[src/rtl/load_exec_queue.sv]
// Queued LOAD_V/LOAD_M execution controller: command FIFO feeding a shared load engine,
// with a single-entry backpressured write stage and per-command completion reporting.
//
// state  | meaning
// IDLE   | waiting for a queued command; pops it and latches its fields
// ISSUE  | one-cycle engine start pulse
// STREAM | forwarding engine tiles into the write stage
// DRAIN  | engine finished; waiting for the last tile to leave the write stage
// REPORT | one-cycle done pulse with tag and error flags
module load_exec_queue #(
  parameter int DATA_WIDTH = 8,
  parameter int TILE_WIDTH = 256,
  parameter int ADDR_WIDTH = 24,
  parameter int DIM_W      = 10,
  parameter int BUF_ID_W   = 5,
  parameter int TAG_W      = 4,
  parameter int CMD_DEPTH  = 4
) (
  input  logic                   clk,
  input  logic                   rst,
  input  logic                   cmd_valid,
  output logic                   cmd_ready,
  input  logic [4:0]             cmd_opcode,
  input  logic [BUF_ID_W-1:0]    cmd_buf_id,
  input  logic [DIM_W-1:0]       cmd_len_cols,
  input  logic [DIM_W-1:0]       cmd_rows,
  input  logic [ADDR_WIDTH-1:0]  cmd_addr,
  input  logic [TAG_W-1:0]       cmd_tag,
  output logic                   eng_start,
  output logic                   eng_sel,
  output logic [ADDR_WIDTH-1:0]  eng_addr,
  output logic [DIM_W-1:0]       eng_len_cols,
  output logic [DIM_W-1:0]       eng_rows,
  input  logic                   eng_tile_valid,
  input  logic [TILE_WIDTH-1:0]  eng_tile_data,
  output logic                   eng_tile_ready,
  input  logic                   eng_done,
  output logic                   wr_valid,
  input  logic                   wr_ready,
  output logic                   wr_is_mat,
  output logic [BUF_ID_W-1:0]    wr_buf_id,
  output logic [TILE_WIDTH-1:0]  wr_tile,
  output logic [2*DIM_W-1:0]     wr_tile_idx,
  output logic                   done,
  output logic [TAG_W-1:0]       done_tag,
  output logic [1:0]             done_err,
  output logic                   idle
);

  localparam int TILE_ELEMS = TILE_WIDTH / DATA_WIDTH;
  localparam int CNT_W      = 2 * DIM_W;
  localparam int PTR_W      = $clog2(CMD_DEPTH);
  localparam logic [4:0] OP_LOAD_V = 5'h01;
  localparam logic [4:0] OP_LOAD_M = 5'h02;

  typedef struct packed {
    logic [4:0]            opcode;
    logic [BUF_ID_W-1:0]   buf_id;
    logic [DIM_W-1:0]      len_cols;
    logic [DIM_W-1:0]      rows;
    logic [ADDR_WIDTH-1:0] addr;
    logic [TAG_W-1:0]      tag;
  } cmd_t;

  typedef enum logic [2:0] {
    S_IDLE,
    S_ISSUE,
    S_STREAM,
    S_DRAIN,
    S_REPORT
  } state_t;

  state_t state_q, state_d;

  cmd_t             fifo_mem [CMD_DEPTH];
  logic [PTR_W:0]   wr_ptr, rd_ptr;
  logic             fifo_full, fifo_empty;
  logic             push, pop;
  cmd_t             head;

  logic             head_op_ok;
  logic [CNT_W-1:0] head_tiles_per_row;
  logic [CNT_W-1:0] head_exp;

  logic             op_ok_q;
  logic [BUF_ID_W-1:0] buf_q;
  logic [TAG_W-1:0] tag_q;
  logic [CNT_W-1:0] exp_q;
  logic [CNT_W-1:0] cnt_q;
  logic             tile_acc;

  // Pointers carry one extra wrap bit so full and empty are distinguishable.
  assign fifo_empty = (wr_ptr == rd_ptr);
  assign fifo_full  = (wr_ptr[PTR_W] != rd_ptr[PTR_W]) &&
                      (wr_ptr[PTR_W-1:0] == rd_ptr[PTR_W-1:0]);
  assign cmd_ready  = !fifo_full;
  assign push       = cmd_valid && !fifo_full;
  assign head       = fifo_mem[rd_ptr[PTR_W-1:0]];

  always_ff @(posedge clk) begin
    if (push) begin
      fifo_mem[wr_ptr[PTR_W-1:0]] <= '{opcode:   cmd_opcode,
                                       buf_id:   cmd_buf_id,
                                       len_cols: cmd_len_cols,
                                       rows:     cmd_rows,
                                       addr:     cmd_addr,
                                       tag:      cmd_tag};
    end
  end

  always_ff @(posedge clk or posedge rst) begin
    if (rst) begin
      wr_ptr <= '0;
      rd_ptr <= '0;
    end else begin
      if (push) wr_ptr <= wr_ptr + (PTR_W+1)'(1);
      if (pop)  rd_ptr <= rd_ptr + (PTR_W+1)'(1);
    end
  end

  // Matrix rows are tile-aligned, so only the column count needs rounding up.
  assign head_op_ok         = (head.opcode == OP_LOAD_V) || (head.opcode == OP_LOAD_M);
  assign head_tiles_per_row = (CNT_W'(head.len_cols) + CNT_W'(TILE_ELEMS - 1)) /
                              CNT_W'(TILE_ELEMS);
  assign head_exp           = (head.opcode == OP_LOAD_M) ?
                              CNT_W'(head.rows) * head_tiles_per_row :
                              head_tiles_per_row;

  always_ff @(posedge clk or posedge rst) begin
    if (rst) state_q <= S_IDLE;
    else     state_q <= state_d;
  end

  always_comb begin
    state_d        = state_q;
    pop            = 1'b0;
    eng_start      = 1'b0;
    eng_tile_ready = 1'b0;
    done           = 1'b0;
    done_tag       = '0;
    done_err       = 2'b00;
    case (state_q)
      S_IDLE: begin
        if (!fifo_empty) begin
          pop = 1'b1;
          if (!head_op_ok || head_exp == '0) state_d = S_REPORT;
          else                               state_d = S_ISSUE;
        end
      end
      S_ISSUE: begin
        eng_start = 1'b1;
        state_d   = S_STREAM;
      end
      S_STREAM: begin
        eng_tile_ready = !wr_valid || wr_ready;
        if (eng_done) state_d = S_DRAIN;
      end
      S_DRAIN: begin
        if (!wr_valid || wr_ready) state_d = S_REPORT;
      end
      S_REPORT: begin
        done     = 1'b1;
        done_tag = tag_q;
        done_err = {op_ok_q && (cnt_q != exp_q), !op_ok_q};
        state_d  = S_IDLE;
      end
      default: state_d = S_IDLE;
    endcase
  end

  assign tile_acc = eng_tile_valid && eng_tile_ready;
  assign idle     = fifo_empty && (state_q == S_IDLE) && !wr_valid;

  always_ff @(posedge clk or posedge rst) begin
    if (rst) begin
      op_ok_q      <= 1'b0;
      buf_q        <= '0;
      tag_q        <= '0;
      exp_q        <= '0;
      cnt_q        <= '0;
      eng_sel      <= 1'b0;
      eng_addr     <= '0;
      eng_len_cols <= '0;
      eng_rows     <= '0;
    end else if (pop) begin
      op_ok_q      <= head_op_ok;
      buf_q        <= head.buf_id;
      tag_q        <= head.tag;
      exp_q        <= head_exp;
      cnt_q        <= '0;
      eng_sel      <= (head.opcode == OP_LOAD_M);
      eng_addr     <= head.addr;
      eng_len_cols <= head.len_cols;
      eng_rows     <= head.rows;
    end else if (tile_acc && cnt_q != {CNT_W{1'b1}}) begin
      cnt_q <= cnt_q + CNT_W'(1);
    end
  end

  // Single-entry write stage; a new tile may replace the old one in the same cycle it is taken.
  always_ff @(posedge clk or posedge rst) begin
    if (rst) begin
      wr_valid    <= 1'b0;
      wr_is_mat   <= 1'b0;
      wr_buf_id   <= '0;
      wr_tile     <= '0;
      wr_tile_idx <= '0;
    end else if (tile_acc) begin
      wr_valid    <= 1'b1;
      wr_is_mat   <= eng_sel;
      wr_buf_id   <= buf_q;
      wr_tile     <= eng_tile_data;
      wr_tile_idx <= cnt_q;
    end else if (wr_ready) begin
      wr_valid <= 1'b0;
    end
  end

endmodule

[config.mk]
export PLATFORM = sky130hd
export DESIGN_NAME = load_exec_queue
export DESIGN_NICKNAME = d
export VERILOG_FILES = /design/src/rtl/load_exec_queue.sv
export SDC_FILE = /design/constraint.sdc
export NUM_CORES = 1
export LEC_CHECK = 0
export CELL_PAD_IN_SITES_DETAIL_PLACEMENT = 0
export CELL_PAD_IN_SITES_GLOBAL_PLACEMENT = 1
export CORE_AREA = 2 2 255 257
export DETAILED_ROUTE_END_ITERATION = 16
export DIE_AREA = 0 0 257 259
export DONT_BUFFER_PORTS = 1
export PLACE_DENSITY = 0.73
export SLEW_MARGIN = 10
export SYNTH_ARGS = -nofsm -noshare
export SYNTH_HDL_FRONTEND = slang
export SYNTH_SLANG_ARGS = --single-unit
[constraint.sdc]
create_clock -name clk -period 20 [get_ports clk]
set_input_delay 6 -clock clk [delete_from_list [all_inputs] [get_ports clk]]
set_output_delay 6 -clock clk [all_outputs]
set_load 0.02 [all_outputs]
# After elaboration in Yosys (flattened, before gate mapping)
# Memories as Yosys holds them, arrays and structs flattened.
# Index checks and enable logic that the tools add are counted.
[word_totals]
reg_bits = 387
mem_bits_rw = 232
input_bits = 320
out_inout_bits = 339
mem_count = 1
[op_classes]
n_addsub = 4
mul = 1
n_eq_ne = 14
muxes = 19
n_reduce_logical = 19
[mem_list]
columns = ["name", "depth", "width", "rd", "rd_ports_with_merged_regs", "write_ports", "line", "text"]
rows = [
  ["fifo_mem", 4, 58, 1, 0, 1, "75", "cmd_t fifo_mem [CMD_DEPTH];"],
]
[ops]
columns = ["cell", "n"]
rows = [
  ["$mux 20", 2],
  ["$add 20x1->20 const B", 1],
  ["$logic_not 20->1", 1],
  ["$ne 20x20->1", 1],
  ["$ne 20x20->1 const B", 1],
  ["$mul 10x6->16", 1],
  ["$mux 16", 1],
  ["$mux 3", 4],
  ["$pmux 3 s4", 1],
  ["$add 10x5->11 const B", 1],
  ["$mux 1", 9],
  ["$logic_and 1x1->1", 7],
  ["$add 3x1->3 const B", 2],
  ["$eq 3x2->1 const B", 2],
  ["$ne 2x2->1 const B", 3],
  ["$eq 5x1->1 const B", 1],
  ["$eq 5x2->1 const B", 1],
  ["$logic_not 1->1", 4],
  ["$mux 4", 1],
  ["$reduce_bool 2->1", 2],
  ["$eq 3x1->1 const B", 1],
  ["$eq 3x3->1", 1],
  ["$eq 3x3->1 const B", 1],
  ["$logic_not 3->1", 1],
  ["5 further kinds", 7],
]

# Depth between registers and ports, before layout
# Gate-level depths: netlist of the first run.
# An unclocked memory read counts as a cell.
[depth]
ltp_word = 9
ltp_mapped = 23

# Worst setup path after synthesis of the first run
# No wires, ideal clock.
[synth_timing]
kind = "input -> output"
start = "input port wr_ready"
end = "output port eng_tile_ready"
t_arrival_ps = 6611
path_slack_ps = 7389
cell_stages = 2
path_buffers = 0
path_cell_list = "nor2b_1 nor4b_2"
[synth_between]
elab_chain_len = 2
[synth_rtl]
columns = ["element", "line", "text"]
rows = [
  ["from (decl)", "39", "input logic wr_ready,"],
  ["$logic_or 1x1->1", "155", "eng_tile_ready = !wr_valid || wr_ready;"],
  ["$mux 1", "142", "case (state_q)"],
  ["to (decl)", "36", "output logic eng_tile_ready,"],
]
# No other way between the ends.

# Final worst setup path of the first run
# Ends and elaborated chain as after synthesis.

==> impl_metrics.env, run 1 <==
export IMPL_outcome="finished, final reports clean"
export IMPL_mostFrequentLayoutCell="dfrtp_1"
export IMPL_cts_root_buf="clkbuf_16"
export IMPL_cts_htree_levels=3
export IMPL_route_vias_total=13808
export IMPL_io_pins=659
export IMPL_worstMarginPinSlew_ns=1.156
export IMPL_cp_slowest_stage_delay_ns=0.28
export IMPL_post_cts_buffers=0
export IMPL_fmax_mhz=79.64
export IMPL_hold_path_class="flop to flop"
export IMPL_synth_xor_area_share_pct=1.685
export IMPL_die_area_um2=66560
export IMPL_arrival_ns=6.56
export IMPL_place_congestion=0.8580
export IMPL_r2r_end="state_q[0]"
export IMPL_crit_path_start_kind="primary input"
export IMPL_cp_cell_sequence="nor2b_1, nor4b_4, buf_4"
export IMPL_grt_start_max_net_pins=110
export IMPL_worstPathMaxFanout=3
export IMPL_synth_top_cell_area_share_pct=37.75
export IMPL_synth_compound_area_share_pct=2.129
export IMPL_wl_mm=71.24
export IMPL_hold_depth=2
export IMPL_areaGrowthSynthToFinish_pct=12.20
export IMPL_cts_made_buffers=68
export IMPL_worstSetupPathType="primary input to primary output"
export IMPL_num_fill_cells=5562
export IMPL_syn_num_nets=2052
export IMPL_synth_seq_cells=615
export IMPL_r2r_start="rd_ptr[0]"
export IMPL_synth_area_um2=25390
export IMPL_clkSlewWorstSetupHoldPaths_ns=0.06
export IMPL_ctsResizeCount=0
export IMPL_ys_top_cells_by_area="dfrtp_1 38%, edfxtp_1 27%, mux2_2 12%, mux4_2 4.8%, nand2_1 3.1%"
export IMPL_synthAdderAreaFrac_pct=4.081
export IMPL_ant_nets=0
export IMPL_synth_edf_count=232
export IMPL_cts_tree="built"
export IMPL_netlist_instances=1669
export IMPL_synth_mux_area_fraction_pct=17.45
export IMPL_relSlewSlack_pct=22.40
export IMPL_final_cell_mix="381 x dfrtp_1, 281 x mux2_2, 232 x edfxtp_1"
export IMPL_drive_above_1_share_pct=27.45
export IMPL_antenna_found_initial=43
export IMPL_seq_area_um2=16560
export IMPL_port_buffer_count=0
export IMPL_min_period_over_period_pct=62.78
export IMPL_drt_wirelength_per_cell_um=27.36
export IMPL_synth_area_leader_cell="dfrtp_1"
export IMPL_ff2ff_path_depth=20
export IMPL_nets=2065
export IMPL_rsz0062_at_grt="no"
export IMPL_synth_top_family_by_area="multiplexers"
export IMPL_synth_simple_area_share_pct=7.309
export IMPL_multi_input_area_um2=8318
export IMPL_synth_warnings=0
export IMPL_setup_worst_path_end_class="primary output"
export IMPL_required_ns=14.00
export IMPL_layout_min_cycle_time_ns=12.56
export IMPL_finalSetupViolCount=0
export IMPL_ys_types=68
export IMPL_via_per_inst=5.303
export IMPL_finalMaxSlewViolations=0
export IMPL_async_reset_ff_share_pct=62.28
export IMPL_finalHoldViolations=0
export IMPL_drv_cap=0
export IMPL_dpl_hpwl_mm=53.20
export IMPL_track_usage_pct=20.98
export IMPL_hold_buffers=0
export IMPL_overflow=0
export IMPL_postSynthAreaPerCell_um2=15.21
export IMPL_finalSetupTns_ns=0
export IMPL_yosysSeqAreaShare_pct=65.19
export IMPL_fp_dieH_um=259
export IMPL_clock_sinks=615
export IMPL_fin_skew_ns=0.01484
export IMPL_cp_top_family="buffers and inverters"
export IMPL_ys_dominant_reg_cell="dfrtp_1"
export IMPL_holdCritStartpoint="tag_q[1]"
export IMPL_fp_row_count=93
export IMPL_grt_pass1_wl_mm=101.2
export IMPL_crit_cells=3
export IMPL_start_util_pct=39.74
export IMPL_reg2reg_slack_ns=11.88
export IMPL_grt_pass1_vias=14240
export IMPL_clkLatencyLatePin_ns=0.59
export IMPL_route_detailed_drc=0
export IMPL_drt_pass1_iterations=5
export IMPL_drt_initial_drc_count=957
export IMPL_critPathSlowestCell="buf_4"
export IMPL_clock_path_buffers=3
export IMPL_holdPathEnd="tag_q[1]"
export IMPL_path_buf_inv=1
export IMPL_core_area_um2=63880
export IMPL_die_w_um=257
-- final cells by class --
class | count | area share, %
Clock inverter | 28 | 0.8917
Clock buffer | 94 | 6.567
Multi-Input combinational cell | 919 | 29.20
Timing Repair Buffer | 21 | 0.5535
Inverter | 57 | 0.7775
Tap cell | 855 | 3.756
Antenna cell | 15 | 0.1318
Sequential cell | 615 | 58.12
-- metrics by stage --
stage | utilization [%] | cell area (um2) | worst slack (ns) | hold WS (ns) | std cells
6_report | 44.59 | 28480 | 7.443 | 0.4717 | 2604
5_1_grt | 44.56 | 28470 | 7.402 | 0.5028 | 2597
4_1_cts | 44.53 | 28450 | 7.431 | 0.4754 | 2589
3_5_place_dp | 41.20 | 26320 | 7.428 | 0.4613 | 2467
3_3_place_gp | 41.20 | 26320 | 7.400 | 0.4534 | 2467
2_1_floorplan | - | 25390 | 3.358 | 0.4379 | 1669
-- logic make-up (layout without fill, tap and decap cells) --
logic type,count (synthesis),after routing
xor gates and xnor gates,48,48
adders and majority gates,63,63
and+or+nand+nor,386,386
muxes,340,340
other,0,15
DFF,615,615
buffers and inverters,135,200
AOI/OAI and AO/OA,82,82
-- cell usage after synthesis (all sizes together), types with 3 or more instances --
| cell | instances |
|---|---|
| inv | 57 |
| xnor2 | 28 |
| nand2b | 14 |
| fa | 33 |
| xor2 | 20 |
| buf | 28 |
| o21ai | 30 |
| nand3 | 18 |
| nor3 | 7 |
| nor4b | 4 |
| or3 | 8 |
| mux2i | 5 |
| dfrtp | 383 |
| edfxtp | 232 |
| nor4 | 4 |
| nor2b | 25 |
| mux4 | 54 |
| a21o | 4 |
| nand2 | 212 |
| a21oi | 19 |
| mux2 | 281 |
| nor2 | 31 |
| o311ai | 3 |
| nand4 | 9 |
| and3 | 25 |
| ha | 30 |
| clkbuf | 50 |
| and2 | 17 |
| and4 | 4 |
| o21a | 3 |
-- how the worst max path moves through the flow --
stage | from | slack, ns | end
floorplan | rst | 3.36 | buf_q[0]
detailed placement | wr_ready | 7.43 | eng_tile_ready
finish | wr_ready | 7.44 | eng_tile_ready
global placement | wr_ready | 7.40 | eng_tile_ready
global route | wr_ready | 7.40 | eng_tile_ready
CTS | wr_ready | 7.43 | eng_tile_ready
-- flip-flops by register name, indices dropped and copies added (netlist names) --
name / flops
buf_q: 5
cnt_q: 20
eng_addr: 24
eng_len_cols: 10
eng_rows: 10
eng_sel: 1
exp_q: 16
fifo_mem: 232
op_ok_q: 1
rd_ptr: 3
state_q: 3
tag_q: 4
wr_buf_id: 5
wr_is_mat: 1
wr_ptr: 3
wr_tile: 256
wr_tile_idx: 20
wr_valid: 1
-- tightest hold or removal path: stages (launching register included) --
cell     delay, ns
dfrtp_1       0.33
nand2_1       0.05
nand2_1       0.06
-- layer usage --
metal / up-vias / routed length (um) / track usage, %
met5: - / 180 / 0
met4: 28 / 2647 / 8.592
met3: 135 / 9568 / 12.25
met2: 571 / 33910 / 33.57
met1: 7094 / 24930 / 22.75
li1: 5980 / - / -
Power of run 1 is not shown: default switching activity piles up to over one toggle a cycle in this logic, so the estimate is an artifact.
==> inputs of run 2 (changes only) <==
==> constraint.sdc (replaced) <==
create_clock -name clk -period 12.3 [get_ports clk]
set_input_delay 3.69 -clock clk [delete_from_list [all_inputs] [get_ports clk]]
set_output_delay 3.69 -clock clk [all_outputs]
set_load 0.02 [all_outputs]
==> run 2 against run 1 <==
  * Cell area up 0.65%
  * Routed wire length down 2.4%
  * Highest routed layer unchanged
  * Flip-flop and latch count did not move
  * Register-to-register slack got worse by 7.3 ns
  * Critical endpoint unchanged
  * Cell count fell by 0.35%
  * Via count is 1.0% lower
  * Core utilization is 0.29 points higher
  * Sequential share of layout area is 0.37 points lower
  * Clock skew rose by 0.0056 ns
  * Critical path type unchanged
  * Die area did not move
  * Worst setup slack worse by 3.1 ns
==> impl_metrics.env, run 2 (synthesized netlist as in run 1, its figures left out) <==
export IMPL_outcome="finished, final reports clean"
export IMPL_fp_dieH_um=259
export IMPL_drt_pass1_iterations=4
export IMPL_grt_pass1_vias=14209
export IMPL_holdCritStartpoint="tag_q[1]"
export IMPL_cts_htree_levels=3
export IMPL_drt_wirelength_per_cell_um=26.81
export IMPL_r2r_end="state_q[0]"
export IMPL_hold_buffers=0
export IMPL_finalSetupViolCount=0
export IMPL_path_buf_inv=1
export IMPL_cts_tree="built"
export IMPL_final_cell_mix="381 x dfrtp_1, 281 x mux2_2, 232 x edfxtp_1"
export IMPL_nets=2063
export IMPL_grt_pass1_wl_mm=99.55
export IMPL_cts_root_buf="clkbuf_16"
export IMPL_fp_row_count=93
export IMPL_die_area_um2=66560
export IMPL_dpl_hpwl_mm=51.24
export IMPL_die_w_um=257
export IMPL_arrival_ns=4.23
export IMPL_final_util_pct=44.88
export IMPL_via_per_inst=5.266
export IMPL_worstPathMaxFanout=3
export IMPL_finalSetupTns_ns=0
export IMPL_route_vias_total=13664
export IMPL_rsz0062_at_grt="no"
export IMPL_grt_start_max_net_pins=165
export IMPL_layout_cells_non_filler=2595
export IMPL_num_fill_cells=5523
export IMPL_crit_cells=3
export IMPL_cp_slowest_stage_delay_ns=0.27
export IMPL_finalMaxSlewViolations=0
export IMPL_place_congestion=0.8324
export IMPL_port_buffer_count=0
export IMPL_ant_nets=0
export IMPL_hold_path_class="flop to flop"
export IMPL_clock_path_buffers=3
export IMPL_areaGrowthSynthToFinish_pct=12.92
export IMPL_relSlewSlack_pct=19.54
export IMPL_layout_min_cycle_time_ns=7.919
export IMPL_io_pins=659
export IMPL_core_area_um2=63880
export IMPL_fmax_mhz=126.3
export IMPL_top_register="wr_tile"
export IMPL_ctsResizeCount=0
export IMPL_worstSetupPathType="primary input to primary output"
export IMPL_drv_cap=0
export IMPL_wl_mm=69.57
export IMPL_crit_path_start_kind="primary input"
export IMPL_min_period_over_period_pct=64.38
export IMPL_cts_made_buffers=68
export IMPL_route_detailed_drc=0
export IMPL_dp_cells=2465
export IMPL_cp_cell_sequence="nor2b_1, nor4b_4, buf_4"
export IMPL_finalHoldViolations=0
export IMPL_antenna_found_initial=22
export IMPL_mostFrequentLayoutCell="dfrtp_1"
export IMPL_clkSlewWorstSetupHoldPaths_ns=0.06
export IMPL_worstMarginPinSlew_ns=1.207
export IMPL_hold_depth=2
export IMPL_required_ns=8.61
export IMPL_fin_skew_ns=0.02046
export IMPL_critPathSlowestCell="buf_4"
export IMPL_reg2reg_slack_ns=4.57
export IMPL_start_util_pct=39.74
export IMPL_place_ws_ns=4.364
export IMPL_clkLatencyLatePin_ns=0.61
export IMPL_worst_slack_ns=4.381
export IMPL_post_cts_buffers=0
export IMPL_setup_worst_path_end_class="primary output"
export IMPL_largest_reg_flops=256
export IMPL_r2r_start="rd_ptr[1]"
export IMPL_track_usage_pct=20.45
export IMPL_overflow=0
export IMPL_holdPathEnd="tag_q[1]"
export IMPL_ff2ff_path_depth=20
export IMPL_drt_initial_drc_count=952
export IMPL_drive_above_1_share_pct=28.07
export IMPL_clock_sinks=615
export IMPL_cp_top_family="buffers and inverters"
run 2: cell types whose count changed in the layout (fill, tap and decap cells not counted), moves of 2 or more:
cell        change
diode_2        -10
clkinv_4        +2
clkbuf_1        -7
bufinv_16       +6
clkinv_1        -3
buf_4           -4
clkinvlp_4      +5
buf_12          +2
run 2: layout make-up:
class / instances / area (um2) / area share, %
Antenna cell: 5 / 12.51 / 0.04364
Clock buffer: 88 / 1858 / 6.481
Clock inverter: 37 / 469.2 / 1.637
Inverter: 57 / 217.7 / 0.7594
Multi-Input combinational cell: 919 / 8318 / 29.01
Sequential cell: 615 / 16560 / 57.75
Tap cell: 855 / 1070 / 3.732
Timing Repair Buffer: 19 / 167.7 / 0.5848
run 2: tightest hold or removal path, cell delays in order (launching register included):
cell,delay [ns]
dfrtp_1,0.33
nand2_1,0.05
nand2_1,0.05
run 2: how the worst max path moves through the flow:
| stage | slack, ns | end | start |
|---|---|---|---|
| 2_1_floorplan | 3.46 | buf_q[0] | rst |
| 3_3_place_gp | 4.38 | eng_tile_ready | wr_ready |
| 3_5_place_dp | 4.36 | eng_tile_ready | wr_ready |
| 4_1_cts | 4.36 | eng_tile_ready | wr_ready |
| 5_1_grt | 3.94 | state_q[0] | rd_ptr[1] |
| 6_report | 4.38 | eng_tile_ready | wr_ready |
run 2: through the flow:
step | hold slack [ns] | area (um2)
3_5_place_dp | 0.4552 | 26330
4_1_cts | 0.4706 | 28660
2_1_floorplan | 0.4379 | 25390
6_report | 0.4662 | 28670
3_3_place_gp | 0.4497 | 26330
5_1_grt | 0.4995 | 28660
run 2: routing by layer:
metal | vias to the layer above | share of wire [%] | track usage, %
met5 | - | 0.13 | 0
met4 | 14 | 2.8 | 6.864
li1 | 5985 | - | -
met1 | 7014 | 37 | 23.46
met2 | 537 | 48 | 33.00
met3 | 114 | 12 | 10.57
Power of run 2 is left out for the same reason.
==> inputs of run 3 (changes only) <==
--- a/config.mk
+++ b/config.mk
@@ -7,11 +7,11 @@
 export LEC_CHECK = 0
 export CELL_PAD_IN_SITES_DETAIL_PLACEMENT = 0
 export CELL_PAD_IN_SITES_GLOBAL_PLACEMENT = 1
-export CORE_AREA = 2 2 255 257
+export CORE_AREA = 2 2 253 255
 export DETAILED_ROUTE_END_ITERATION = 16
-export DIE_AREA = 0 0 257 259
+export DIE_AREA = 0 0 255 257
 export DONT_BUFFER_PORTS = 1
-export PLACE_DENSITY = 0.73
+export PLACE_DENSITY = 0.76
 export SLEW_MARGIN = 10
 export SYNTH_ARGS = -nofsm -noshare
 export SYNTH_HDL_FRONTEND = slang
==> constraint.sdc (replaced) <==
create_clock -name clk -period 6.7 [get_ports clk]
set_input_delay 2.01 -clock clk [delete_from_list [all_inputs] [get_ports clk]]
set_output_delay 2.01 -clock clk [all_outputs]
set_load 0.02 [all_outputs]
==> run 3 against run 2 <==
  * Clock-buffer cell count shrank 2
  * Worst setup slack worse by 3.9 ns
  * Flip-flop and latch count unchanged
  * Global-route usage grew 1.8 points
  * Largest cell class unchanged
  * Die area is 1.5% lower
  * Cell count grew 0.46%
  * Sequential share of layout area decreased by 0.43 points
  * Clock skew grew 0.027 ns
  * Critical path depth rose by 18
  * Critical path type is now flop to flop
  * Non-clock buffer count grew 6
  * Routed wire length grew 6.4%
==> impl_metrics.env, run 3 (synthesized netlist as in run 1, its figures left out) <==
export IMPL_outcome="finished, final reports clean"
export IMPL_finalMaxSlewViolations=0
export IMPL_holdCritStartpoint="buf_q[4]"
export IMPL_multi_input_area_um2=8318
export IMPL_antenna_found_initial=42
export IMPL_overflow=0
export IMPL_port_buffer_count=0
export IMPL_die_w_um=255
export IMPL_finalSetupTns_ns=0
export IMPL_clock_path_buffers=3
export IMPL_worstPathMaxFanout=14
export IMPL_io_pins=659
export IMPL_seq_area_um2=16560
export IMPL_cts_root_buf="clkbuf_16"
export IMPL_wl_mm=74.00
export IMPL_fin_skew_ns=0.04763
export IMPL_place_ws_ns=0.3622
export IMPL_via_per_inst=5.310
export IMPL_rsz0062_at_grt="no"
export IMPL_ff2ff_path_depth=21
export IMPL_cts_htree_levels=3
export IMPL_hold_depth=2
export IMPL_final_cell_mix="381 x dfrtp_1, 281 x mux2_2, 232 x edfxtp_1"
export IMPL_drt_wirelength_per_cell_um=28.39
export IMPL_worstSetupPathType="flop to flop"
export IMPL_clkLatencyLatePin_ns=0.63
export IMPL_route_detailed_drc=0
export IMPL_finalSetupViolCount=0
export IMPL_hold_buffers=0
export IMPL_dpl_hpwl_mm=55.18
export IMPL_num_fill_cells=5372
export IMPL_drive_above_1_share_pct=28.14
export IMPL_grt_start_max_net_pins=159
export IMPL_r2r_start="rd_ptr[0]"
export IMPL_r2r_end="state_q[0]"
export IMPL_drv_cap=0
export IMPL_setup_worst_path_end_class="flop"
export IMPL_reg2reg_slack_ns=0.51
export IMPL_core_area_um2=62740
export IMPL_start_util_pct=40.47
export IMPL_finalHoldViolations=0
export IMPL_min_period_over_period_pct=92.32
export IMPL_clock_sinks=615
export IMPL_top_register="wr_tile"
export IMPL_startpoint="rd_ptr[0]"
export IMPL_worstMarginPinSlew_ns=1.045
export IMPL_hold_path_class="flop to flop"
export IMPL_post_cts_buffers=0
export IMPL_worst_slack_ns=0.5145
export IMPL_drt_initial_drc_count=979
export IMPL_arrival_ns=6.68
export IMPL_fp_dieH_um=257
export IMPL_holdPathEnd="buf_q[4]"
export IMPL_areaGrowthSynthToFinish_pct=13.77
export IMPL_largest_reg_flops=256
export IMPL_track_usage_pct=22.28
export IMPL_cts_tree="built"
export IMPL_clkSlewWorstSetupHoldPaths_ns=0.06
export IMPL_required_ns=7.20
export IMPL_nets=2067
export IMPL_drt_pass1_iterations=5
export IMPL_ant_nets=0
export IMPL_cts_made_buffers=66
export IMPL_place_congestion=0.8628
export IMPL_die_area_um2=65540
export IMPL_mostFrequentLayoutCell="dfrtp_1"
export IMPL_fmax_mhz=161.7
export IMPL_grt_pass1_vias=14449
export IMPL_fp_row_count=92
export IMPL_crit_path_start_kind="flop"
export IMPL_grt_pass1_wl_mm=103.6
export IMPL_relSlewSlack_pct=30.19
export IMPL_layout_min_cycle_time_ns=6.185
export IMPL_route_vias_total=13843
## run 3: changes by cell type in the layout (fill, tap and decap cells not counted), moves of 2 or more
| cell | change |
|---|---|
| buf_4 | +4 |
| buf_12 | +2 |
| clkinv_16 | +4 |
| clkbuf_16 | -3 |
| bufinv_16 | +5 |
| diode_2 | +18 |
| clkinvlp_4 | -5 |
| inv_6 | -4 |
| clkinv_4 | -2 |
## run 3: worst max path at each step
stage,end,depth (start not counted),slack (ns)
floorplan,buf_q[0],1,-0.46
global placement,state_q[0],20,0.42
detailed placement,state_q[0],21,0.36
CTS,state_q[0],21,0.34
global route,state_q[0],21,0.08
finish,state_q[0],21,0.51
## run 3: through the flow
step / instances / hold WS [ns] / utilization [%] / area, um2
floorplan: 1669 / 0.4379 / - / 25390
global placement: 2462 / 0.4527 / 42.06 / 26390
detailed placement: 2462 / 0.4615 / 42.06 / 26390
CTS: 2584 / 0.4771 / 45.95 / 28830
global route: 2598 / 0.5002 / 46.01 / 28860
finish: 2607 / 0.4704 / 46.04 / 28880
## run 3: layout make-up
cell class | count | area share [%]
Antenna cell | 23 | 0.1993
Clock buffer | 86 | 6.220
Clock inverter | 36 | 2.222
Inverter | 57 | 0.7537
Multi-Input combinational cell | 919 | 28.80
Sequential cell | 615 | 57.32
Tap cell | 846 | 3.665
Timing Repair Buffer | 25 | 0.8230
## run 3: timing repair
item / in CTS / in global routing
hold endpoints to repair: 0 / 0
setup endpoints to repair: 0 / 1
resized for setup: 0 / 1
## run 3: worst max-delay path: stages (launching register included)
cell,delay [ns]
dfrtp_4,0.58
buf_4,0.33
mux4_2,0.62
nand4_1,0.14
a21oi_2,0.08
xnor2_1,0.16
buf_4,0.19
nor2b_1,0.08
fa_1,0.50
inv_1,0.06
fa_1,0.50
fa_1,0.55
inv_1,0.04
ha_1,0.35
a21oi_1,0.23
and2_1,0.20
a21oi_1,0.11
o311ai_0,0.51
nand4_1,0.22
a22oi_1,0.22
a41oi_1,0.18
o21a_1,0.22
## run 3: layer usage
layer  vias up  track usage, %  share of wire (%)
met4        10           10.95                5.0
met2       604           34.97                 47
met1      7099           24.68                 36
met5         -               0              0.082
li1       5984               -                  -
met3       146           11.76                 12
Power of run 3 is left out for the same reason.
